===== config.mk =====
export PLATFORM = sky130hd
export DESIGN_NAME = regfile_arbiter
export DESIGN_NICKNAME = d
export VERILOG_FILES = /design/src/rtl/regfile_arb_pkg.sv /design/src/rtl/rr_pick2.sv /design/src/rtl/regfile_arbiter.sv
export SDC_FILE = /design/constraint.sdc
export NUM_CORES = 1
export LEC_CHECK = 0
export CAP_MARGIN = 20
export CORE_MARGIN = 5
export CORE_UTILIZATION = 36
export CTS_CLUSTER_SIZE = 8
export DETAILED_ROUTE_END_ITERATION = 10
export PLACE_DENSITY_LB_ADDON = 0.12
export SLEW_MARGIN = 20
export SYNTH_ARGS = -nofsm -noshare
export SYNTH_HDL_FRONTEND = slang
export SYNTH_HIERARCHICAL = 1
export SYNTH_SLANG_ARGS = --single-unit

===== constraint.sdc =====
create_clock -name Clk -period 2.42 [get_ports Clk]
set_input_delay 0.726 -clock Clk [delete_from_list [all_inputs] [get_ports Clk]]
set_output_delay 0.726 -clock Clk [all_outputs]
set_load 0.03 [all_outputs]

===== src/rtl/regfile_arb_pkg.sv =====
// Shared definitions for the register-file arbiter: default widths and the
// sequencer state encoding.
package regfile_arb_pkg;

    localparam int ADDR_W_DEF = 4;
    localparam int DATA_W_DEF = 8;

    typedef enum logic [1:0] {
        ST_IDLE  = 2'd0,
        ST_ISSUE = 2'd1,
        ST_WAIT  = 2'd2,
        ST_ACK   = 2'd3
    } state_t;

endpackage


===== src/rtl/rr_pick2.sv =====
// Two-way round-robin selector. On a tie the requester that was not granted
// last (lp) wins; a lone requester always wins.
module rr_pick2 (
    input  logic req0,
    input  logic req1,
    input  logic lp,
    output logic any,
    output logic win_id
);

    // Pure combinational pick; no state lives here.
    always_comb begin
        any = req0 | req1;
        if (req0 && req1) begin
            win_id = ~lp;
        end else begin
            win_id = req1;
        end
    end

endmodule


===== src/rtl/regfile_arbiter.sv =====
// Two-client round-robin arbiter/sequencer in front of a single-port-pair
// register file. Each granted access runs ISSUE -> (WAIT) -> ACK, with every
// output taken straight from a flop.
module regfile_arbiter
    import regfile_arb_pkg::*;
#(
    parameter int ADDR_W = ADDR_W_DEF,
    parameter int DATA_W = DATA_W_DEF
) (
    input  logic              Clk,
    input  logic              Rst,
    input  logic              req0,
    input  logic              we0,
    input  logic [ADDR_W-1:0] addr0,
    input  logic [DATA_W-1:0] wdata0,
    output logic              ack0,
    output logic [DATA_W-1:0] rdata0,
    input  logic              req1,
    input  logic              we1,
    input  logic [ADDR_W-1:0] addr1,
    input  logic [DATA_W-1:0] wdata1,
    output logic              ack1,
    output logic [DATA_W-1:0] rdata1,
    output logic [ADDR_W-1:0] rf_raddr,
    output logic [ADDR_W-1:0] rf_waddr,
    output logic              rf_ren,
    output logic              rf_wen,
    output logic [DATA_W-1:0] rf_wdata,
    input  logic [DATA_W-1:0] rf_rdata,
    output logic              busy,
    output logic              gnt_id
);

    state_t            state_q,    state_d;
    logic              lp_q,       lp_d;
    logic              id_q,       id_d;
    logic              we_q,       we_d;
    logic              gnt_id_q,   gnt_id_d;
    logic              busy_q,     busy_d;
    logic              ack0_q,     ack0_d;
    logic              ack1_q,     ack1_d;
    logic [DATA_W-1:0] rdata0_q,   rdata0_d;
    logic [DATA_W-1:0] rdata1_q,   rdata1_d;
    logic [ADDR_W-1:0] rf_raddr_q, rf_raddr_d;
    logic [ADDR_W-1:0] rf_waddr_q, rf_waddr_d;
    logic              rf_ren_q,   rf_ren_d;
    logic              rf_wen_q,   rf_wen_d;
    logic [DATA_W-1:0] rf_wdata_q, rf_wdata_d;

    logic              pick_any;
    logic              pick_id;
    logic              sel_we;
    logic [ADDR_W-1:0] sel_addr;
    logic [DATA_W-1:0] sel_wdata;

    rr_pick2 u_pick (
        .req0   (req0),
        .req1   (req1),
        .lp     (lp_q),
        .any    (pick_any),
        .win_id (pick_id)
    );

    assign sel_we    = pick_id ? we1    : we0;
    assign sel_addr  = pick_id ? addr1  : addr0;
    assign sel_wdata = pick_id ? wdata1 : wdata0;

    // Next-state and next-output logic. The address/data output registers are
    // loaded once at grant and double as the latched request, so later input
    // changes cannot reach the register file. The winner's rdata register is
    // loaded directly from the register file on WAIT->ACK, so it already holds
    // the read result during the ack pulse.
    always_comb begin
        state_d    = state_q;
        lp_d       = lp_q;
        id_d       = id_q;
        we_d       = we_q;
        gnt_id_d   = gnt_id_q;
        rdata0_d   = rdata0_q;
        rdata1_d   = rdata1_q;
        rf_raddr_d = rf_raddr_q;
        rf_waddr_d = rf_waddr_q;
        rf_wdata_d = rf_wdata_q;
        ack0_d     = 1'b0;
        ack1_d     = 1'b0;
        rf_ren_d   = 1'b0;
        rf_wen_d   = 1'b0;

        case (state_q)
            ST_IDLE: begin
                if (pick_any) begin
                    id_d       = pick_id;
                    we_d       = sel_we;
                    gnt_id_d   = pick_id;
                    rf_raddr_d = sel_addr;
                    rf_waddr_d = sel_addr;
                    if (sel_we) begin
                        rf_wen_d   = 1'b1;
                        rf_wdata_d = sel_wdata;
                    end else begin
                        rf_ren_d   = 1'b1;
                    end
                    state_d = ST_ISSUE;
                end
            end
            ST_ISSUE: begin
                if (we_q) begin
                    ack0_d  = ~id_q;
                    ack1_d  = id_q;
                    state_d = ST_ACK;
                end else begin
                    state_d = ST_WAIT;
                end
            end
            ST_WAIT: begin
                ack0_d = ~id_q;
                ack1_d = id_q;
                if (id_q) begin
                    rdata1_d = rf_rdata;
                end else begin
                    rdata0_d = rf_rdata;
                end
                state_d = ST_ACK;
            end
            ST_ACK: begin
                lp_d    = id_q;
                state_d = ST_IDLE;
            end
            default: begin
                state_d = ST_IDLE;
            end
        endcase

        busy_d = (state_d != ST_IDLE);
    end

    // State and output registers; reset aborts any access in flight.
    always_ff @(posedge Clk or posedge Rst) begin
        if (Rst) begin
            state_q    <= ST_IDLE;
            lp_q       <= 1'b1;
            id_q       <= 1'b0;
            we_q       <= 1'b0;
            gnt_id_q   <= 1'b0;
            busy_q     <= 1'b0;
            ack0_q     <= 1'b0;
            ack1_q     <= 1'b0;
            rdata0_q   <= '0;
            rdata1_q   <= '0;
            rf_raddr_q <= '0;
            rf_waddr_q <= '0;
            rf_ren_q   <= 1'b0;
            rf_wen_q   <= 1'b0;
            rf_wdata_q <= '0;
        end else begin
            state_q    <= state_d;
            lp_q       <= lp_d;
            id_q       <= id_d;
            we_q       <= we_d;
            gnt_id_q   <= gnt_id_d;
            busy_q     <= busy_d;
            ack0_q     <= ack0_d;
            ack1_q     <= ack1_d;
            rdata0_q   <= rdata0_d;
            rdata1_q   <= rdata1_d;
            rf_raddr_q <= rf_raddr_d;
            rf_waddr_q <= rf_waddr_d;
            rf_ren_q   <= rf_ren_d;
            rf_wen_q   <= rf_wen_d;
            rf_wdata_q <= rf_wdata_d;
        end
    end

    assign ack0     = ack0_q;
    assign ack1     = ack1_q;
    assign rdata0   = rdata0_q;
    assign rdata1   = rdata1_q;
    assign rf_raddr = rf_raddr_q;
    assign rf_waddr = rf_waddr_q;
    assign rf_ren   = rf_ren_q;
    assign rf_wen   = rf_wen_q;
    assign rf_wdata = rf_wdata_q;
    assign busy     = busy_q;
    assign gnt_id   = gnt_id_q;

endmodule


==> results.cfg <==
[timing]
finClkSkew_ns = 0.007907
fin_ws_ns = 0.2317
holdWs_ns = 0.5063
tns_ns = 0
worst_pin_slew_ns = 0.4001
setup_viol = 0
max_freq_mhz = 457.0
period_needed_ns = 2.188
rsz0062_at_grt = false
maxSlewHeadroom_pct = 73.26
drv_slew = 0
hold_violations = 0
period_share_pct = 90.43

[critical_path]
crit_fanout = 7
slowest_delay_ns = 0.72
cp_slowest_cell = clkdlybuf4s50_1
critical_path_buf_inv_count = 1
crit_arrival_ns = 1.46
worstSetupStartpointType = register
cp_data_required_time_ns = 1.69
crit_path_cell_trace = clkdlybuf4s50_1
critPathKind = register to output pin
cp-end-kind = output pin
cpLargestDelayFamily = buffers and inverters

[place]
place_hpwl_um = 2985
port_buffers = 75
gp_congestion = 0.6785
place_area_um2 = 2519
dp_slack_ns = 0.01324

[grt]
grt_max_degree = 22
first_global_vias = 1285
grt_usage_pct = 13.13
overflow = 0
antenna_found_initial = 0
grt_pass1_wl_um = 6320

[finish]
drive_above_1_share_pct = 27.55
syn2layout_area_growth_pct = 53.95
nets = 238
final_cell_area_um2 = 2631
antenna_cells = 0

[drt]
wl_um = 3812
detail_route.wl_per_cell_um = 15.25
routed_via_density = 4.668
drt_iter0_drc = 52
firstDrtPassIters = 2
detail-route-antenna-nets = 0
drc = 0
vias = 1167

[synth]
synthesis.nets = 157
avgSynthCellArea_um2 = 14.86
synthCells = 115
async_flop_share_pct = 100.0
synth_top_area_share_pct = 54.17
synth_largest_area_cell = dfrtp_1
ys_types = 26
synth_edf_count = 0
synthesis.area_um2 = 1709
synthTopCellsByArea = dfrtp_1 (54%), mux2_2 (14%), mux2_4 (11%), ha_1 (2.9%), mux2i_1 (2.3%)
ys_seq_elements = 38
synth.most_common_cell = dfrtp_1
yosysWarnings = 6
dominantRegCellSynth = dfrtp_1
synth_top_cells_by_count = dfrtp_1 (37), mux2_2 (21), mux2_4 (13), nand2_1 (6)
seq_area_frac_synth_pct = 55.71

[clocking]
clock-sinks = 38
cts.htree.levels = 2
numCtsBuffers = 5
cts_root_buffer = clkbuf_8
hold_buffers = 0
post_cts_buffers = 0
worstSkewPairLatency_ns = 0.28
path_clk_slew_ns = 0.06
cts_buffer_depth = 2
cts_tree = yes
ctsResizeCount = 0

[worst_hold_path]
hold_path_class = register to register

[pwr]
power_density_nw_per_um2 = 1411
p_leak_uw = 0.001158
ir_drop_mv = 0.8388
power_uw = 3712

[run]
cap_violations = 0

[floorplan]
rows = 25
core_um2 = 4661
fp.dieH_um = 78.90
die_w_um = 78.90
dieArea_um2 = 6225
pin_count = 76
initial_core_util_pct = 36.67

[run_status]
status = finished, final reports clean
[layout make-up]
type	instances	area [um^2]
tap	54	67.56
multi-input combinational	67	691.9
sequential	38	952.2
clock buffer	6	82.58
timing repair buffer	81	795.8
inverter	3	11.26
clock inverter	1	30.03
fill	392	2029
[logic make-up after synthesis]
group / Yosys count / share of synthesized area, %
buffers and inverters: 10 / 4.026
AO/OA/AOI/OAI: 8 / 2.855
flip-flops: 38 / 55.71
AND/OR/NAND/NOR: 16 / 5.565
multiplexers: 39 / 28.92
adder cells (fa/ha/maj): 4 / 2.928
[layout by cell type (no fill, tap or decap), drive strengths merged]
cell	Yosys	routed
a21boi	1	1
a21o	1	1
a21oi	1	1
and3	2	2
buf	7	6
bufinv	0	1
clkbuf	0	6
clkdlybuf4s50	0	75
dfrtp	37	37
dfstp	1	1
ha	4	4
inv	3	3
mux2	34	34
mux2i	5	5
nand2	7	7
nand2b	1	1
nor2	3	3
nor2b	1	1
o21ai	4	4
o22a	1	1
or2	2	2
[final timing paths]
path                              from          end  slack, ns  cells after the start
max in group asynchronous          Rst         lp_q       1.35                      3
setup reg to reg            state_q[0]  rf_wdata[6]       0.79                      5
hold / removal             rf_waddr[0]  rf_waddr[0]       0.51                      2
min in group asynchronous          Rst         we_q       0.81                      3
setup / recovery                gnt_id       gnt_id       0.23                      1
hold reg to reg            rf_waddr[0]  rf_waddr[0]       0.51                      2
[through the flow]
| stage | instances | utilization [%] |
|---|---|---|
| floorplan | 115 | - |
| global placement | 243 | 54.04 |
| detailed placement | 243 | 54.04 |
| CTS | 250 | 56.46 |
| global route | 250 | 56.46 |
| finish | 250 | 56.46 |
[report_power, final]
part | switching, uW | leakage [uW] | internal [uW]
clock | 209 | 0.0000573 | 330
sequential | 188 | 0.000454 | 954
combinational | 1040 | 0.000647 | 989
total | 1440 | 0.00116 | 2270
[sequential cells by signal (all words and copies together), names as in the netlist]
signal	cells
state_q	2
gnt_id	1
rf_wen	1
rdata1	8
lp_q	1
ack0	1
rf_wdata	8
rf_waddr	4
busy	1
rdata0	8
ack1	1
we_q	1
rf_ren	1
[metal layers]
layer  global-route usage, %  vias up  wire length, um
li1                        -      551                -
met1                   15.25      569             1557
met2                   22.24       41             1947
met3                   4.422        6              250
met4                   5.326        0               56
met5                       0        -                0
No activity file was read; power rests on OpenSTA's default activity.
